==> src/rtl/trng_bit_collector.sv <==
// TRNG consumer: alternates the source-select mux, synchronizes and samples its output,
// whitens the stream with a von Neumann corrector, packs bits into words and hands them off.
module trng_bit_collector #(
    parameter int unsigned WIDTH       = 8,
    parameter int unsigned SAMPLE_DIV  = 4,
    parameter int unsigned SYNC_STAGES = 2
) (
    input  logic             clk,
    input  logic             rst_n,
    input  logic             ena,
    input  logic             rnd_in,
    output logic             src_sel,
    output logic [WIDTH-1:0] data,
    output logic             valid,
    input  logic             ready,
    output logic             overrun
);

    localparam int unsigned DIV_W = (SAMPLE_DIV > 1) ? $clog2(SAMPLE_DIV) : 1;
    localparam int unsigned CNT_W = $clog2(WIDTH);
    localparam logic [DIV_W-1:0] DIV_LAST = DIV_W'(SAMPLE_DIV - 1);
    localparam logic [CNT_W-1:0] CNT_LAST = CNT_W'(WIDTH - 1);

    typedef enum logic {
        IDLE       = 1'b0,
        HAVE_FIRST = 1'b1
    } pair_state_e;

    logic [SYNC_STAGES-1:0] sync_q;
    logic [DIV_W-1:0]       div_q;
    pair_state_e            state_q;
    logic                   first_q;
    logic [WIDTH-1:0]       sr_q;
    logic [CNT_W-1:0]       cnt_q;
    logic                   sr_full_q;

    logic                   s_c;
    logic                   strobe_c;
    logic                   emit_c;
    logic                   free_c;
    logic [WIDTH-1:0]       sr_next_c;

    always_comb begin
        s_c       = sync_q[SYNC_STAGES-1];
        strobe_c  = ena && (div_q == DIV_LAST);
        emit_c    = strobe_c && (state_q == HAVE_FIRST) && (s_c != first_q);
        free_c    = !valid || ready;
        sr_next_c = {sr_q[WIDTH-2:0], first_q};
    end

    // Metastability filter on the asynchronous mux output
    always_ff @(posedge clk or negedge rst_n) begin
        if (!rst_n) begin
            sync_q <= '0;
        end else begin
            sync_q <= {sync_q[SYNC_STAGES-2:0], rnd_in};
        end
    end

    // Sample-strobe divider, frozen while collection is disabled
    always_ff @(posedge clk or negedge rst_n) begin
        if (!rst_n) begin
            div_q <= '0;
        end else if (ena) begin
            div_q <= (div_q == DIV_LAST) ? '0 : div_q + DIV_W'(1);
        end
    end

    // Pair FSM: both bits of a pair come from one source; switch source after each pair
    always_ff @(posedge clk or negedge rst_n) begin
        if (!rst_n) begin
            state_q <= IDLE;
            first_q <= 1'b0;
            src_sel <= 1'b0;
        end else if (!ena) begin
            state_q <= IDLE;
        end else if (strobe_c) begin
            case (state_q)
                IDLE: begin
                    first_q <= s_c;
                    state_q <= HAVE_FIRST;
                end
                HAVE_FIRST: begin
                    src_sel <= ~src_sel;
                    state_q <= IDLE;
                end
                default: state_q <= IDLE;
            endcase
        end
    end

    // Packing and output holding register; a parked full word blocks new bits
    always_ff @(posedge clk or negedge rst_n) begin
        if (!rst_n) begin
            sr_q      <= '0;
            cnt_q     <= '0;
            sr_full_q <= 1'b0;
            data      <= '0;
            valid     <= 1'b0;
            overrun   <= 1'b0;
        end else begin
            if (valid && ready) begin
                valid <= 1'b0;
            end
            if (sr_full_q) begin
                if (emit_c) begin
                    overrun <= 1'b1;
                end
                if (free_c) begin
                    data      <= sr_q;
                    valid     <= 1'b1;
                    sr_full_q <= 1'b0;
                    cnt_q     <= '0;
                end
            end else if (emit_c) begin
                sr_q <= sr_next_c;
                if (cnt_q == CNT_LAST) begin
                    cnt_q <= '0;
                    if (free_c) begin
                        data  <= sr_next_c;
                        valid <= 1'b1;
                    end else begin
                        sr_full_q <= 1'b1;
                    end
                end else begin
                    cnt_q <= cnt_q + CNT_W'(1);
                end
            end
        end
    end

endmodule

==> config.mk <==
export PLATFORM = sky130hd
export DESIGN_NAME = trng_bit_collector
export DESIGN_NICKNAME = d
export VERILOG_FILES = /design/src/rtl/trng_bit_collector.sv
export SDC_FILE = /design/constraint.sdc
export NUM_CORES = 1
export LEC_CHECK = 0
export CAP_MARGIN = 10
export CORE_UTILIZATION = 54
export CTS_CLUSTER_SIZE = 24
export DETAILED_ROUTE_END_ITERATION = 12
export PLACE_DENSITY = 0.77
export SLEW_MARGIN = 30
export SYNTH_ARGS = -nofsm -noshare
export SYNTH_HDL_FRONTEND = slang
export SYNTH_SLANG_ARGS = --single-unit
==> constraint.sdc <==
create_clock -name clk -period 2.2 [get_ports clk]
set_clock_uncertainty 0.15 [all_clocks]
set_input_delay 0.33 -clock clk [delete_from_list [all_inputs] [get_ports clk]]
set_output_delay 0.33 -clock clk [all_outputs]
set_load 0.01 [all_outputs]
==> results.txt <==
The run finished with clean final reports. Power spread over the standard cell area amounts to 1000 nW/µm². Synthesis produced a netlist whose cell count is 107. The final number of hold-violating endpoints is 0, and the worst hold-check slack is 0.217 ns. The number of antenna diodes in the final layout is 0. After filler insertion, the fill cell instance count of the layout stands at 190. The most used flip-flop cell after synthesis is dfrtp_1. The library cell occupying the most area in the post-synthesis netlist is dfrtp_1. The run gives 0 as the max-slew violation total from the final report.

The signal on the critical path passes through ha_1 > nand3_1 > nor3_4 > mux2_2. After detailed routing, the average wire length per cell comes to 15.7 µm. The first global-routing pass estimated 4120 µm of wire. The final count of negative-setup-slack endpoints was 0.

The path class of the tightest hold or removal check is reg2reg. For the peak ir drop on the vdd network, the log shows 0.855 mV. Initial core utilization: 56.6%. The worst-skew pair later-pin latency came out at 0.32 ns.

The tool flagged a number of max-cap violations equal to 0. For the worst setup path, the data required time is 2.26 ns. The total global routing overflow came out at 0. STA classifies the critical path startpoint as a register. The switching power as a share of total power works out to 31.1%.

The part of the cycle the worst path needs came out at 85.6%. After detailed routing, the number of vias per cell comes to 5.70. Global-route usage over all layers: 21.4%. In this run, flip-flops and latches consume 48.6% of the power. The die is 52.7 µm wide. The net count after synthesis was 115; the share of flip-flops with an asynchronous set or reset was 100%.

The minimum clock period is 1.88 ns, and the die extent in y is 52.7 µm. The number of distinct library cell variants in the gate-level netlist after synthesis is 31, and the worst-case clock buffer depth is 2. The worst setup path is captured at a register.

The start of the worst register-to-register path is div_q[0]. Once detailed placement completed, the half-perimeter wirelength came to 1700 µm. Tracing the worst setup path back leads to its startpoint at div_q[0]. The arrival time of data at the critical path endpoint is 1.94 ns.

After the first detailed-routing iteration, the DRC count stood at 14. The total I/O pin count was 16; the count of warnings emitted by yosys was 0. Sorting the synthesized cells by how often they occur yields dfrtp_1 (29), mux2_2 (17), nand2b_1 (11).

Clock-pin slew was measured on the worst setup and hold paths at 0.09 ns. The die covers 2780 µm². The DRC violation count after routing was 0.

The setup TNS after final layout came out at 0 ns. The cell-internal power is 1.13 mW, and the actual slew at the worst max-slew pin is 0.484 ns. Of the cells placed in the final design, the portion with a size suffix greater than 1 is 30.2%. Based on the critical path, the design can be clocked at up to 531 MHz. CTS built an H-tree with a depth of 2. Summed over all nets, the switching power comes to 510 µW.

In this run, synthesis produced a sequential element count of 29. The run gives 907 as the count of vias placed by the detailed router. Post-cts repair resize count: 0. Yosys instantiated no cell more often than dfrtp_1. For this run, the slowest stage of the critical path takes 0.39 ns.

Counting the buffers created by CTS gives 5. After synthesis, flip-flops and latches occupy 52.2% of the total area. The core region is 2450 µm².

TritonCTS built the clock tree. Once detail routing completed, the nets flagged for antenna violations numbered 0. The mean cell area of the mapped netlist was 13.0 µm².

Setup repair after global routing left no endpoint under its margin. The count of TritonRoute iterations in the first routing pass was 6. Compared with the post-synthesis result, the final layout area differs by 17.8%.

The logs give 0.722 nW for the leakage power and 30 for the maximum number of pins on one net before global-route repair. Summed over its instances, the top area cell type makes up 52.2% of the synthesized netlist area. The biggest fanout along the worst timing path came out at 8. Post-CTS timing repair inserted 0 buffers for setup. Sorting the synthesized cells by area gives the leading types as dfrtp_1 (52%), mux2_2 (14%), o221a_2 (5.7%), nand2b_1 (5.0%), ha_1 (2.7%). In this run, synthesis inferred 0 flip-flops with an integrated enable.

The number of buffer cells added on primary ports was 15; the number of antenna violations at the first check in global routing was 0. Start point of the worst hold path: sync_q[0]. The cell family contributing the most delay on the critical path is simple AND/OR/NAND/NOR gates. The number of buffers inserted by hold repair at cts came out at 0.

The tree built by TritonCTS fans out to 29 sinks. Wires add up to 2490 µm. The combinational power share was 31.9%. The slowest stage cell on the critical path is dfrtp_1.

By startpoint and endpoint, the worst setup path is classified as reg2reg. After synthesis the cells add up to 1390 µm². The root buffer cell chosen for the clock tree is clkbuf_4. The clock network is responsible for 19.6% of the overall power. Worst relative slew slack: 67.7%. At the end of routability-driven placement, the weighted congestion stood at 0.700.

The floorplan has 18 rows. The logs give 903 for the via count of the first global-routing pass and 137 for the number of nets at the end of the flow. The critical path contains buffers and inverters numbering 0 combined.
[cells in the final DEF, fill, tap and decap left out, types with 2 or more instances in the layout]
cell type | synthesis | layout
and2_1 | 2 | 2
buf_4 | 1 | 5
clkbuf_4 | 0 | 5
clkdlybuf4s50_1 | 0 | 15
dfrtp_1 | 29 | 29
ha_1 | 3 | 3
mux2_2 | 17 | 17
nand2b_1 | 11 | 11
nand3_1 | 4 | 4
nand4b_1 | 2 | 2
nor2_1 | 4 | 4
nor2b_1 | 3 | 3
o211ai_1 | 3 | 3
o221a_2 | 7 | 7
xnor2_1 | 2 | 2
[cell families after synthesis]
| family | after synthesis | share of synthesized area (%) |
|---|---|---|
| and+or+nand+nor | 33 | 15.4 |
| AOI/OAI and AO/OA | 14 | 9.54 |
| muxes | 18 | 14.5 |
| DFF | 29 | 52.2 |
| buffers and inverters | 6 | 2.61 |
| xor gates and xnor gates | 4 | 3.06 |
| adders and majority gates | 3 | 2.70 |
[path summary, 6_finish.rpt]
path / to / slack (ns) / cells past startpoint
min reg2reg: sync_q[1] / 0.22 / 0
max in group asynchronous: sr_q[5] / 1.39 / 2
max reg2reg: sr_q[6] / 0.32 / 4
min: sync_q[1] / 0.22 / 0
min in group asynchronous: cnt_q[1] / 0.23 / 2
max: sr_q[6] / 0.32 / 4
[power by group through the flow]
stage / logic [mW] / registers (mW) / clock network [mW]
2_1_floorplan: 0.304 / 0.805 / 0
5_1_grt: 0.574 / 0.815 / 0.355
6_report: 0.523 / 0.796 / 0.321
3_3_place_gp: 0.505 / 0.791 / 0
3_5_place_dp: 0.522 / 0.803 / 0
4_1_cts: 0.525 / 0.795 / 0.328
[routing by layer]
layer | global-route usage (%) | up-vias | part of all wire, %
li1 | - | 438 | -
met1 | 28.5 | 451 | 49
met2 | 32.9 | 16 | 47
met3 | 6.09 | 2 | 3.4
met4 | 7.89 | 0 | 1.1
met5 | 0 | - | 0
[flip-flops by register name, indices dropped and copies added, names as in the netlist]
| signal | flops |
|---|---|
| state_q | 1 |
| sync_q | 2 |
| cnt_q | 3 |
| valid | 1 |
| first_q | 1 |
| data | 8 |
| sr_full_q | 1 |
| src_sel | 1 |
| overrun | 1 |
| div_q | 2 |
| sr_q | 8 |
[stage by stage]
stage	cells	util [%]	setup slack (ns)	area, µm²	power [mW]
after floorplan	107	-	0.382	1390	1.11
after global placement	152	64.5	0.206	1580	1.30
after detailed placement	152	64.5	0.0987	1580	1.33
after CTS	159	66.7	0.297	1640	1.65
after global routing	159	66.7	0.172	1640	1.74
final	159	66.7	0.318	1640	1.64
[layout make-up]
class	instances	area, µm²	area share [%]
Multi-Input combinational cell	72	628	38.3
Clock buffer	7	55.1	3.36
Sequential cell	29	726	44.3
Inverter	1	3.75	0.229
Tap cell	30	37.5	2.29
Timing Repair Buffer	20	188	11.5
Note: power is estimated with default switching activity, not from simulation.
==> RTL edit 1, RTL diff (same flow settings) <==
`SAMPLE_DIV`: 4 -> 16.
--- a/src/rtl/trng_bit_collector.sv
+++ b/src/rtl/trng_bit_collector.sv
@@ -2,7 +2,7 @@
 // whitens the stream with a von Neumann corrector, packs bits into words and hands them off.
 module trng_bit_collector #(
     parameter int unsigned WIDTH       = 8,
-    parameter int unsigned SAMPLE_DIV  = 4,
+    parameter int unsigned SAMPLE_DIV  = 16,
     parameter int unsigned SYNC_STAGES = 2
 ) (
     input  logic             clk,
Function: changed (a bounded check fails within 10 cycles, from zero or initial values and one cycle with rst_n low).
==> RTL edit 1 against the unedited design <==
- cell count rose by 18%
- the flow now finishes with violations (DRC)
- sequential cell count rose by 2
- worst setup slack got worse by 21 ps
- core utilization fell by 0.081 points
- wire length rose by 17%
- area after synthesis rose by 16%
- cell area rose by 14%
- global-route usage rose by 0.17 points
Power is not compared: it rests on default switching activity, and its combinational part moved more than twofold at a synthesized area within 25%.
==> RTL edit 1: results (changes against the unedited design) <==
{
  "status": {
    "run_status": "finished with violations",
    "failed_checks": "DRC"
  },
  "global_routing": {
    "met3_usage": {"value": 4.839, "unit": "%", "change": "-1.2 points"},
    "met1_capacity_usage_during_global_routing": {"value": 28.31, "unit": "%", "change": "-0.20 points"},
    "met2_usage": {"value": 32.82, "unit": "%", "change": "-0.088 points"},
    "global_route.usage.total": {"value": 21.56, "unit": "%", "change": "+0.17 points"},
    "via_count_of_the_first_global_routing_pass": {"value": 1107, "change": "+23%"}
  },
  "synthesis": {
    "post_synth_xor_area_fraction": {"value": 3.173, "unit": "%", "change": "+0.11 points"},
    "synth_compound_gate_area_share": {"value": 19.66, "unit": "%", "change": "+10 points"},
    "yosysSeqAreaShare": {"value": 47.99, "unit": "%", "change": "-4.2 points"},
    "post_synth_main_area_contributors": "sky130_fd_sc_hd__dfrtp_1 (48%), sky130_fd_sc_hd__a22oi_2 (6.2%), sky130_fd_sc_hd__mux2_2 (4.9%), sky130_fd_sc_hd__a211oi_1 (3.3%), sky130_fd_sc_hd__a21oi_1 (2.8%)",
    "net_count_after_synthesis": {"value": 143, "change": "+24%"},
    "synth-adder-area-share": {"value": 2.322, "unit": "%", "change": "-0.38 points"},
    "synth.area.mux_share": {"value": 5.573, "unit": "%", "change": "-8.9 points"}
  },
  "critical_path": {
    "largest_stage_delay_on_the_critical_path": {"value": 640, "unit": "ps", "change": "+250 ps"},
    "slowest_stage": "sky130_fd_sc_hd__or4_4",
    "crit_reg_reg_startpoint": "div_q[1]",
    "worst-r2r-setup-slack": {"value": 300, "unit": "ps", "change": "-20 ps"},
    "critPathArrivalTime": {"value": 2020, "unit": "ps", "change": "+80 ps"}
  },
  "route": {
    "drt_iter0_drc": {"value": 25, "change": "+11"},
    "wl_met3": {"value": 72, "unit": "um", "change": "-14%"},
    "detailedRoute.firstPassIterationCount": {"value": 8, "change": "+2"},
    "number_of_remaining_drc_errors": {"value": 2, "change": "+2"},
    "routedLengthMet1": {"value": 1399, "unit": "um", "change": "+15%"}
  },
  "final_layout": {
    "final_instance_count_excl_fillers": {"value": 188, "change": "+18%"},
    "nets": {"value": 164, "change": "+20%"}
  },
  "placement": {
    "pre_cts_slack": {"value": 116.5, "unit": "ps", "change": "+17.79 ps"},
    "post-dp-hpwl": {"value": 2042, "unit": "um", "change": "+20%"},
    "place_inst": {"value": 180, "change": "+18%"}
  }
}
RTL edit 1: worst max path at each step:
stage               cells after the start  slack (ps)      end
finish                                  4         300  data[1]
global route                            4         190  data[4]
CTS                                     4         280  data[1]
detailed placement                      4         120  data[4]
global placement                        5         140  sr_q[7]
floorplan                               4         350  sr_q[2]
RTL edit 1: where the power goes:
| group | total, W | internal [W] | leakage (nW) | switching, W |
|---|---|---|---|---|
| clock | 0.000376 | 0.000188 | 0.0386 | 0.000188 |
| combinational | 0.000200 | 0.0000890 | 0.408 | 0.000111 |
| sequential | 0.000698 | 0.000618 | 0.420 | 0.0000801 |
| total | 0.00127 | 0.000894 | 0.866 | 0.000379 |
RTL edit 1: final cells by class:
cell class	instances	area (um2)
inverters	4	15.01
clock buffers	8	68.82
fillers	225	935.9
multi-input cells	91	748.2
well taps	31	38.79
flip-flops and latches	31	775.7
repair buffers	23	222.7
==> RTL edit 2, RTL diff (same flow settings) <==
Without the edit above. Register the output `overrun` once more, cleared by the reset; this adds one clock of latency there. The other outputs are not delayed to match.
--- a/src/rtl/trng_bit_collector.sv
+++ b/src/rtl/trng_bit_collector.sv
@@ -25,6 +25,8 @@
         IDLE       = 1'b0,
         HAVE_FIRST = 1'b1
     } pair_state_e;
+
+    logic overrun_s0;
 
     logic [SYNC_STAGES-1:0] sync_q;
     logic [DIV_W-1:0]       div_q;
@@ -97,14 +99,14 @@
             sr_full_q <= 1'b0;
             data      <= '0;
             valid     <= 1'b0;
-            overrun   <= 1'b0;
+            overrun_s0 <= 1'b0;
         end else begin
             if (valid && ready) begin
                 valid <= 1'b0;
             end
             if (sr_full_q) begin
                 if (emit_c) begin
-                    overrun <= 1'b1;
+                    overrun_s0 <= 1'b1;
                 end
                 if (free_c) begin
                     data      <= sr_q;
@@ -129,5 +131,13 @@
         end
     end
 
+    always_ff @(posedge clk or negedge rst_n) begin
+        if (!rst_n) begin
+            overrun <= '0;
+        end else begin
+            overrun <= overrun_s0;
+        end
+    end
+
 endmodule
 
Check against the original RTL: same outputs for any inputs over 10 cycles, from zero or initial values and one cycle with rst_n low; that may be too few to reach the edited logic, so the function may still have changed.
==> RTL edit 2 against the unedited design <==
- sequential cell count up 1
- cell count up 0.63%
- worst setup slack better by 34 ps
- wire length up 2.9%
- synthesized cell count up 0.93%
- cell area up 0.92%
- area after synthesis up 1.8%
- power down 0.40%
- largest cell class unchanged
==> RTL edit 2: results (changes against the unedited design) <==
{
  "status": {
    "run_status": "finished, final reports clean"
  },
  "pwr": {
    "power_leakage": {"value": 0.7300, "unit": "nW", "change": "+1.1%"},
    "vdd_drop_max": {"value": 0.0005912, "unit": "V", "change": "-31%"},
    "power.share.switching": {"value": 31.46, "unit": "%", "change": "+0.37 points"}
  },
  "placement": {
    "place_inst": {"value": 153, "change": "+0.66%"},
    "gp_routability_congestion": {"value": 0.6846, "change": "-2.1%"},
    "postPlaceCellArea": {"value": 1608, "unit": "um2", "change": "+1.6%"}
  },
  "synthesis": {
    "synth.avg_cell_area": {"value": 13.10, "unit": "um2", "change": "+0.86%"},
    "post_synth_most_frequent_cells": "sky130_fd_sc_hd__dfrtp_1 (30), sky130_fd_sc_hd__mux2_2 (17), sky130_fd_sc_hd__nand2b_1 (11)",
    "net_count_after_synthesis": {"value": 116, "change": "+0.87%"},
    "post_synth_main_area_contributors": "sky130_fd_sc_hd__dfrtp_1 (53%), sky130_fd_sc_hd__mux2_2 (14%), sky130_fd_sc_hd__o221a_2 (5.6%), sky130_fd_sc_hd__nand2b_1 (4.9%), sky130_fd_sc_hd__ha_1 (2.7%)"
  },
  "route": {
    "route.detailed.wl_per_inst": {"value": 16.01, "unit": "um", "change": "+2.3%"},
    "route.detailed.vias_per_inst": {"value": 5.875, "change": "+3.0%"},
    "drt_iter0_drc": {"value": 10, "change": "-4"},
    "detailedRoute.firstPassIterationCount": {"value": 4, "change": "-2"},
    "via_count": {"value": 940, "change": "+3.6%"}
  },
  "clocking": {
    "clockRootBuffer": "sky130_fd_sc_hd__clkbuf_4"
  },
  "critical_path": {
    "r2r_end": "sr_q[7]",
    "worst-r2r-setup-slack": {"value": 350, "unit": "ps", "change": "+30 ps"},
    "slowest_stage": "sky130_fd_sc_hd__nor3_4",
    "critPathArrivalTime": {"value": 1910, "unit": "ps", "change": "-30 ps"}
  },
  "global_routing": {
    "pin_count_of_the_biggest_net_entering_global_routing": {"value": 31, "change": "+3.3%"},
    "grt_pass1_wl": {"value": 4250, "unit": "um", "change": "+3.2%"}
  },
  "final_layout": {
    "nets": {"value": 138, "change": "+0.73%"},
    "layout.filler_cells": {"value": 199, "change": "+4.7%"}
  },
  "timing": {
    "timing_worst_slew_pin_value": {"value": 478.8, "unit": "ps", "change": "-5.073 ps"}
  }
}
RTL edit 2: final cells by class:
type | instances | area share, %
Clock buffer | 7 | 2.725
Multi-Input combinational cell | 72 | 38.00
Inverter | 1 | 0.2271
Sequential cell | 30 | 45.42
Tap cell | 30 | 2.271
Timing Repair Buffer | 20 | 11.36
RTL edit 2: how the worst min path moves through the flow:
stage | startpoint | end | cells past startpoint
floorplan | rst_n | cnt_q[0] | 0
global placement | sync_q[0] | sync_q[1] | 0
detailed placement | sync_q[0] | sync_q[1] | 0
CTS | sync_q[0] | sync_q[1] | 0
global route | sync_q[0] | sync_q[1] | 0
finish | sync_q[0] | sync_q[1] | 0
RTL edit 2: cells by family (layout without fill, tap and decap cells):
logic type / Yosys count / in the layout / share of synthesized area, %
buf+inv: 6 / 28 / 2.564
fa+ha+maj: 3 / 3 / 2.653
flops: 30 / 30 / 53.05
xor+xnor: 4 / 4 / 3.007
simple gates: 33 / 33 / 15.12
compound gates: 14 / 14 / 9.373
mux: 18 / 18 / 14.23
RTL edit 2: per-stage QoR:
stage	utilization, %	hold WS, ps	worst slack [ps]
finish	66.72	205.0	351.2
global placement	64.90	185.6	206.3
CTS	66.72	207.2	342.2
floorplan	-	-115.6	381.9
global route	66.72	221.6	256.1
detailed placement	64.90	186.3	160.2
RTL edit 2: worst register-to-register path: stages (launching register included):
cell                      delay [ps]
sky130_fd_sc_hd__dfrtp_1         380
sky130_fd_sc_hd__ha_1            260
sky130_fd_sc_hd__nand3_1         170
sky130_fd_sc_hd__nor3_4          390
sky130_fd_sc_hd__mux2_2          380
RTL edit 2: routing by layer:
metal  part of all wire (%)  vias up  GRT usage, %
li1                       -      440             -
met1                     48      475         31.03
met2                     46       20         31.86
met3                    3.4        5         6.034
met4                    1.9        0         10.53
met5                      0        -             0
